$ cat config.mk
export PLATFORM = sky130hd
export DESIGN_NAME = envolve_v_ctrl
export DESIGN_NICKNAME = d
export VERILOG_FILES = /design/src/rtl/life_pkg.sv /design/src/rtl/rise_edge.sv /design/src/rtl/envolve_v_ctrl.sv
export SDC_FILE = /design/constraint.sdc
export NUM_CORES = 1
export LEC_CHECK = 0
export CAP_MARGIN = 20
export CELL_PAD_IN_SITES_DETAIL_PLACEMENT = 1
export CELL_PAD_IN_SITES_GLOBAL_PLACEMENT = 2
export CORE_ASPECT_RATIO = 1.75
export CORE_MARGIN = 2
export CORE_UTILIZATION = 35
export CTS_CLUSTER_SIZE = 12
export DETAILED_ROUTE_END_ITERATION = 10
export GPL_TIMING_DRIVEN = 0
export PLACE_DENSITY = 0.95
export SETUP_SLACK_MARGIN = 0.2
export SYNTH_ARGS = -nofsm -noshare
export SYNTH_HDL_FRONTEND = slang
export SYNTH_SLANG_ARGS = --single-unit
$ cat constraint.sdc
create_clock -name clk -period 9.05 [get_ports clk]
set_input_delay 1.81 -clock clk [delete_from_list [all_inputs] [get_ports clk]]
set_output_delay 1.81 -clock clk [all_outputs]
set_load 0.03 [all_outputs]
$ cat src/rtl/life_pkg.sv
// Shared widths and limits for the Game of Life control blocks.
package life_pkg;

  localparam int unsigned STEP_W = 21;  // tick counter / period width
  localparam int unsigned LVL_W  = 3;   // speed level width

  localparam logic [LVL_W-1:0] LVL_MAX = 3'd7;

endpackage : life_pkg

$ cat src/rtl/rise_edge.sv
// Rising-edge detector for an already synchronous, debounced level input.
// Ports:
//   clk   - system clock, rising edge
//   rst   - synchronous active-low reset (prev flop cleared)
//   in    - level input
//   pulse - combinational one-cycle pulse on a 0->1 transition of in
module rise_edge (
  input  logic clk,
  input  logic rst,
  input  logic in,
  output logic pulse
);

  logic prev_q;

  // Previous-sample flop; cleared so a held input after reset yields an edge
  always_ff @(posedge clk) begin
    if (!rst) prev_q <= 1'b0;
    else      prev_q <= in;
  end

  assign pulse = in & ~prev_q;

endmodule : rise_edge

$ cat src/rtl/envolve_v_ctrl.sv
// Evolution-speed controller: emits a one-clock envolve_v tick every
// P = PERIOD_MAX >> lvl clocks while mode is high; lvl is stepped by
// edge-detected faster/slower buttons.
// Ports:
//   clk       - system clock, rising edge
//   rst       - synchronous active-low reset
//   mode      - 1 = auto-evolve, 0 = paused
//   inc_v     - faster button (level, debounced)
//   dec_v     - slower button (level, debounced)
//   envolve_v - registered evolve tick, one clock wide
//   test_p1   - current tick period P in clocks
module envolve_v_ctrl
  import life_pkg::*;
#(
  parameter int unsigned PERIOD_MAX  = 2_000_000,
  parameter int unsigned RESET_LEVEL = 2
) (
  input  logic              clk,
  input  logic              rst,
  input  logic              mode,
  input  logic              inc_v,
  input  logic              dec_v,
  output logic              envolve_v,
  output logic [STEP_W-1:0] test_p1
);

  logic              inc_p;
  logic              dec_p;
  logic              lvl_up;
  logic              lvl_dn;
  logic              lvl_chg;
  logic [LVL_W-1:0]  lvl_q,  lvl_d;
  logic [STEP_W-1:0] cnt_q,  cnt_d;
  logic              env_q,  env_d;
  logic [STEP_W-1:0] period;

  rise_edge u_inc_edge (
    .clk   (clk),
    .rst   (rst),
    .in    (inc_v),
    .pulse (inc_p)
  );

  rise_edge u_dec_edge (
    .clk   (clk),
    .rst   (rst),
    .in    (dec_v),
    .pulse (dec_p)
  );

  // Only non-saturated, non-conflicting presses count as a level change
  assign lvl_up  = inc_p & ~dec_p & (lvl_q != LVL_MAX);
  assign lvl_dn  = dec_p & ~inc_p & (lvl_q != '0);
  assign lvl_chg = lvl_up | lvl_dn;

  assign period = STEP_W'(PERIOD_MAX) >> lvl_q;

  // Next level, counter and tick; a level change outranks pause and terminal count
  always_comb begin
    lvl_d = lvl_q;
    cnt_d = cnt_q + STEP_W'(1);
    env_d = 1'b0;
    if (lvl_up)      lvl_d = lvl_q + LVL_W'(1);
    else if (lvl_dn) lvl_d = lvl_q - LVL_W'(1);

    if (lvl_chg || !mode) begin
      cnt_d = '0;
    end else if (cnt_q == period - STEP_W'(1)) begin
      cnt_d = '0;
      env_d = 1'b1;
    end
  end

  always_ff @(posedge clk) begin
    if (!rst) begin
      lvl_q <= LVL_W'(RESET_LEVEL);
      cnt_q <= '0;
      env_q <= 1'b0;
    end else begin
      lvl_q <= lvl_d;
      cnt_q <= cnt_d;
      env_q <= env_d;
    end
  end

  assign envolve_v = env_q;
  assign test_p1   = period;

endmodule : envolve_v_ctrl

==> results.yml, run 1 <==
status:
  run_status: "completed"
yosys:
  synth-warning-count: 0
  syn_area_um2: 2040
  yosys.cell_count.top_type: "sky130_fd_sc_hd__nor2_1"
  postSynthCellCount: 258
  synth_commonest_cells: "sky130_fd_sc_hd__nor2_1 (37), sky130_fd_sc_hd__dfxtp_1 (27), sky130_fd_sc_hd__xnor2_1 (26)"
  synthesis.area_per_instance_um2: 7.91
  muxShareOfSynthArea_pct: 4.41
  synth_sequential_area_ratio_pct: 26.5
  synth-compound-area-share_pct: 9.50
  number_of_synthesized_flops_with_an_enable_pin: 0
  synth_top_cells_by_area: "sky130_fd_sc_hd__dfxtp_1 (26%), sky130_fd_sc_hd__xnor2_1 (11%), sky130_fd_sc_hd__nor2_1 (6.8%)"
  yosys.area_share.adder_pct: 5.89
  netlist.area_leader.share_pct: 26.5
  mappedNetlistNets: 272
  yosys.area_share.xor_xnor_pct: 17.8
  postSynth.asyncResetShare_pct: 0
  fraction_of_the_mapped_netlist_area_in_simple_logic_gates_pct: 29.3
  yosys_register_bits: 27
  synth_top_family_by_area: "simple AND/OR/NAND/NOR gates"
  synth.lib_cells_used.distinct: 49
  synth_top_cell_by_area: "sky130_fd_sc_hd__dfxtp_1"
  postSynth.topFlopCell: "sky130_fd_sc_hd__dfxtp_1"
drt:
  drt.antenna.violating_nets: 0
  routed_via_density: 5.34
  dr_vias: 1943
  firstDrtPassIters: 4
  wire_per_inst_um: 16.6
  wirelength_um: 6030
  route.detailed.drc: 0
  drt_iter0_markers: 48
die:
  std_cell_rows: 36
  die_w_um: 61.7
  floorplan.die_area_um2: 6480
  io_pins: 27
  core_area_um2: 5590
  floorplan.initialDensity_pct: 36.5
  die_height_um: 105
final_layout:
  syn_to_final_growth_pct: 19.8
  number_of_non_filler_instances_in_the_completed_layout: 364
  final_util_pct: 43.8
  fraction_of_layout_instances_using_a_drive_strength_above_1_pct: 7.64
  finish.net_count: 303
  antenna_cells: 0
  finalInstanceArea_um2: 2440
  multi_input_area_um2: 1370
  final-seq-area_um2: 541
  num-fill-cells: 726
timing:
  min_period_ns: 4.54
  fmaxAchievable_mhz: 220
  final_min_period_over_clock_period_pct: 50.1
  setup_viol_count_final: 0
  finalClockSkew_ns: 0.00900
  final_tns_setup_ns: 0
  headroom_to_the_max_slew_limit_pct: 63.9
  tightestPinTransition_ns: 0.542
  total_count_of_max_transition_violations_in_the_final_report: 0
  hold_viol: 0
  grt_setup_unrepaired: "false"
place:
  place.detailed.hpwl_um: 4890
  placedInstanceArea_um2: 2400
  placed_cells_incl_taps: 360
  routabilityCongestion: 0.823
  io_buffer_count: 26
power:
  cellPowerDensity_nw_per_um2: 187
  p_sw_share_pct: 43.9
  worst_voltage_drop_across_the_vdd_grid_v: 0.0000492
  static-leakage-power_nw: 0.904
  power.internal_w: 0.000256
  power.combinational.fraction_pct: 55.8
  switching_power_w: 0.000201
  power.clock.fraction_pct: 16.6
  seq_power_share_pct: 27.6
global_routing:
  grt_first_pass_wirelength_um: 9960
  number_of_global_route_vias_before_repair: 2064
  grt_overflow: 0
  grt_util_all_layers_pct: 20.2
  grt_antenna_before_repair: 0
  pin_count_of_the_biggest_net_entering_global_routing: 17
critical_path:
  critPathLaunchType: "flop"
  worst_setup_path_end_kind: "primary output"
  setup.worst_path.class: "flop to primary output"
  timing.critical_path.required_ns: 7.24
  worstPathArrival_ns: 2.73
  cp_max_fo: 10
clock_tree:
  insertion_delay_ns: 0.29
  clock_sinks: 27
  clk_root_buffer_cell: "sky130_fd_sc_hd__clkbuf_8"
  cts_resized: 0
  clk_pin_slew_ns: 0.11
  cts_buffers: 3
  tritoncts: "built"
  cts_post_setup_buffers_inserted: 0
  buffer_depth_of_the_longest_clock_path: 2
  h-tree-depth: 1
  hold_buffers_post_cts: 0
hold_path:
  timing.hold.worst.class: "flop to flop"
run:
  cap_viol_max_count: 0
[power groups by stage]
stage          sequential (W)  clock (W)  combinational, W
2_1_floorplan        0.000128          0          0.000174
3_3_place_gp         0.000129          0          0.000252
3_5_place_dp         0.000129          0          0.000255
4_1_cts              0.000127  0.0000779          0.000256
5_1_grt              0.000127  0.0000802          0.000277
6_report             0.000126  0.0000759          0.000255
[path summary, 6_finish.rpt]
kind | cells past startpoint | endpoint | slack [ns] | from
worst min-delay path | 2 | cnt_q[20] | 0.52 | cnt_q[20]
worst min register to register | 2 | cnt_q[20] | 0.52 | cnt_q[20]
worst max-delay path | 6 | test_p1[6] | 4.51 | lvl_q[1]
worst max register to register | 12 | cnt_q[19] | 5.50 | lvl_q[1]
[registers in the layout, summed over array words and instances (netlist names)]
register,flops
cnt_q,21
lvl_q,3
envolve_v,1
u_dec_edge.prev_q,1
u_inc_edge.prev_q,1
[cell families (layout without fill, tap and decap cells)]
logic type	Yosys count	after routing
xor+xnor	40	40
buf+inv	28	58
compound gates	30	30
simple gates	116	116
fa+ha+maj	9	9
flops	27	27
mux	8	8
[cells in the final DEF (no fill, tap or decap), types with 9 or more instances in the layout]
cell type                         Yosys  layout
sky130_fd_sc_hd__nand2_1             18      18
sky130_fd_sc_hd__dfxtp_1             27      27
sky130_fd_sc_hd__inv_1               11      11
sky130_fd_sc_hd__nand3_1             18      18
sky130_fd_sc_hd__xnor2_1             26      26
sky130_fd_sc_hd__clkdlybuf4s50_1      0      26
sky130_fd_sc_hd__clkbuf_1             9       9
sky130_fd_sc_hd__xor2_1              13      13
sky130_fd_sc_hd__nor2_1              37      37
[cell type report]
class,instances,area share [%]
multi-input combinational,203,55.9
sequential,27,22.1
timing repair buffer,26,10.6
tap,76,3.89
buffer,17,3.79
clock buffer,3,1.69
inverter,11,1.69
clock inverter,1,0.307
[per-stage QoR]
step	hold slack (ns)	worst slack, ns	power (W)
global route	0.577	4.35	0.000484
detailed placement	0.511	4.83	0.000384
floorplan	0.470	5.57	0.000302
CTS	0.528	4.50	0.000461
global placement	0.488	4.83	0.000381
finish	0.521	4.51	0.000457
[per-layer routing]
layer | vias up | global-route usage (%) | wire [um]
met3 | 16 | 1.61 | 101
met2 | 38 | 37.1 | 3450
li1 | 938 | - | -
met4 | 0 | 9.12 | 229
met1 | 951 | 21.6 | 2240
met5 | - | 0 | 0
[critical path, stage by stage, from the launching register on]
cell                              delay (ns)
sky130_fd_sc_hd__dfxtp_1                0.49
sky130_fd_sc_hd__clkbuf_1               0.40
sky130_fd_sc_hd__inv_1                  0.17
sky130_fd_sc_hd__ha_1                   0.28
sky130_fd_sc_hd__buf_2                  0.21
sky130_fd_sc_hd__mux2_2                 0.28
sky130_fd_sc_hd__clkdlybuf4s50_1        0.60
Note: power is estimated with default switching activity, not from simulation.
==> inputs of run 2 (changes only) <==
--- a/config.mk
+++ b/config.mk
@@ -10,11 +10,11 @@
 export CELL_PAD_IN_SITES_GLOBAL_PLACEMENT = 2
 export CORE_ASPECT_RATIO = 1.75
 export CORE_MARGIN = 2
-export CORE_UTILIZATION = 35
+export CORE_UTILIZATION = 29
 export CTS_CLUSTER_SIZE = 12
 export DETAILED_ROUTE_END_ITERATION = 10
 export GPL_TIMING_DRIVEN = 0
-export PLACE_DENSITY = 0.95
+export PLACE_DENSITY = 0.86
 export SETUP_SLACK_MARGIN = 0.2
 export SYNTH_ARGS = -nofsm -noshare
 export SYNTH_HDL_FRONTEND = slang
==> constraint.sdc (replaced) <==
create_clock -name clk -period 4 [get_ports clk]
set_input_delay 0.8 -clock clk [delete_from_list [all_inputs] [get_ports clk]]
set_output_delay 0.8 -clock clk [all_outputs]
set_load 0.03 [all_outputs]
==> run 2 against run 1 <==
  * Setup slack got worse by 4.0 ns
  * Non-clock buffer count did not move
  * Flip-flop and latch count did not move
  * Cell area rose by 1.7%
  * Clock-buffer cell count rose by 1
  * Via count fell by 1.4%
  * Hold slack improved by 0.0018 ns
  * Critical path type unchanged
  * Critical endpoint is now test_p1[20]
  * Largest cell class unchanged
  * Largest power group unchanged
==> results.yml, run 2 (synthesis results as in run 1) <==
die:
  floorplan.initialDensity_pct: 29.8
  core_area_um2: 6860
  floorplan.die_area_um2: 7750
  std_cell_rows: 40
  die_w_um: 67.4
  die_height_um: 115
  io_pins: 27
power:
  switching_power_w: 0.000461
  seq_power_share_pct: 25.8
  power.internal_w: 0.000647
  power.combinational.fraction_pct: 52.5
  power.clock.fraction_pct: 21.7
  static-leakage-power_nw: 0.926
  cellPowerDensity_nw_per_um2: 446
  worst_voltage_drop_across_the_vdd_grid_v: 0.000157
  report.power.total_w: 0.00111
  p_sw_share_pct: 41.6
place:
  routabilityCongestion: 0.904
  preCtsSetupSlack_ns: 0.375
  io_buffer_count: 26
  place.detailed.hpwl_um: 5070
  placed_cells_incl_taps: 368
critical_path:
  cp_max_fo: 10
  setup.worst_path.class: "flop to primary output"
  worst_setup_path_end_kind: "primary output"
  critPathLaunchType: "flop"
  worstPathArrival_ns: 2.70
  timing.critical_path.required_ns: 3.20
run:
  cap_viol_max_count: 0
timing:
  min_period_ns: 3.50
  headroom_to_the_max_slew_limit_pct: 63.8
  final_min_period_over_clock_period_pct: 87.6
  grt_setup_unrepaired: "false"
  fmaxAchievable_mhz: 285
  post_route_setup_slack_ns: 0.497
  tightestPinTransition_ns: 0.543
  final_tns_setup_ns: 0
  finalClockSkew_ns: 0.00143
  total_count_of_max_transition_violations_in_the_final_report: 0
  setup_viol_count_final: 0
  hold_viol: 0
drt:
  route.detailed.drc: 0
  wire_per_inst_um: 16.9
  dr_vias: 1915
  drt.antenna.violating_nets: 0
  drt_iter0_markers: 85
  wirelength_um: 6280
  firstDrtPassIters: 4
  routed_via_density: 5.15
global_routing:
  grt_overflow: 0
  grt_antenna_before_repair: 0
  grt_first_pass_wirelength_um: 10200
  pin_count_of_the_biggest_net_entering_global_routing: 15
  number_of_global_route_vias_before_repair: 2095
  grt_util_all_layers_pct: 17.5
clock_tree:
  insertion_delay_ns: 0.27
  h-tree-depth: 1
  tritoncts: "built"
  clock_sinks: 27
  clk_pin_slew_ns: 0.07
  cts_buffers: 3
  clk_root_buffer_cell: "sky130_fd_sc_hd__clkbuf_16"
  cts_post_setup_buffers_inserted: 0
  buffer_depth_of_the_longest_clock_path: 2
final_layout:
  largest-register: "cnt_q"
  biggestRegsByFlops: "cnt_q: 21 flops, lvl_q: 3 flops"
  commonest_cells_after_routing_fill_and_taps_aside: "sky130_fd_sc_hd__nor2_1 (37), sky130_fd_sc_hd__dfxtp_1 (27), sky130_fd_sc_hd__xnor2_1 (26), sky130_fd_sc_hd__clkdlybuf4s50_1 (26)"
  max_ffs_per_register: 21
  antenna_cells: 0
  fraction_of_layout_instances_using_a_drive_strength_above_1_pct: 7.99
  most_common_cell_after_layout_fill_and_taps_aside: "sky130_fd_sc_hd__nor2_1"
  finish.net_count: 303
  syn_to_final_growth_pct: 21.9
  final_util_pct: 36.3
  number_of_non_filler_instances_in_the_completed_layout: 372
hold_path:
  timing.hold.worst.class: "flop to flop"
status:
  run_status: "completed"
## run 2: cell types whose count changed in the layout (fill, tap and decap cells not counted), sizes merged
cell      change
clkbuf        +1
clkinvlp      -1
## run 2: critical path, stage by stage (launching register included)
cell                              delay, ns
sky130_fd_sc_hd__dfxtp_1               0.39
sky130_fd_sc_hd__clkbuf_2              0.24
sky130_fd_sc_hd__inv_1                 0.16
sky130_fd_sc_hd__ha_1                  0.16
sky130_fd_sc_hd__clkbuf_1              0.35
sky130_fd_sc_hd__nor2b_1               0.40
sky130_fd_sc_hd__clkdlybuf4s50_1       0.74
## run 2: repair_timing
action / in CTS / in global routing
hold buffers: 0 / 0
resized for setup: 0 / 4
endpoints found under the setup margin: 0 / 20
## run 2: path summary, 6_finish.rpt
path                                 from     endpoint  slack [ns]  cells past startpoint
worst max register to register   lvl_q[1]    cnt_q[12]        0.54                     12
worst min register to register  cnt_q[20]    cnt_q[20]        0.52                      2
worst max-delay path             lvl_q[1]  test_p1[20]        0.50                      6
worst min-delay path            cnt_q[20]    cnt_q[20]        0.52                      2
## run 2: final cells by class
class / count / area, um^2
Clock buffer: 4 / 78.8
Multi-Input combinational cell: 203 / 1370
Fill cell: 838 / 4370
Inverter: 11 / 41.3
Sequential cell: 27 / 541
Buffer: 17 / 95.1
Tap cell: 84 / 105
Timing Repair Buffer: 26 / 260
## run 2: through the flow
| stage | area [um^2] | hold slack (ns) |
|---|---|---|
| 4_1_cts | 2480 | 0.514 |
| 5_1_grt | 2490 | 0.561 |
| 3_5_place_dp | 2410 | 0.502 |
| 6_report | 2490 | 0.523 |
| 2_1_floorplan | 2040 | 0.470 |
| 3_3_place_gp | 2410 | 0.485 |
## run 2: per-layer routing
| metal | vias to the layer above | routed length (um) | global-route usage (%) |
|---|---|---|---|
| met1 | 921 | 2370 | 17.4 |
| met2 | 37 | 3560 | 34.5 |
| met5 | - | 0 | 0 |
| met3 | 18 | 104 | 1.47 |
| met4 | 0 | 242 | 8.30 |
| li1 | 939 | - | - |
## run 2: power by group through the flow
stage	clock (W)	combinational [W]	sequential [W]
after floorplan	0	0.000395	0.000289
after global placement	0	0.000575	0.000292
after detailed placement	0	0.000580	0.000293
after CTS	0.000243	0.000583	0.000286
after global routing	0.000255	0.000628	0.000287
final	0.000241	0.000582	0.000286
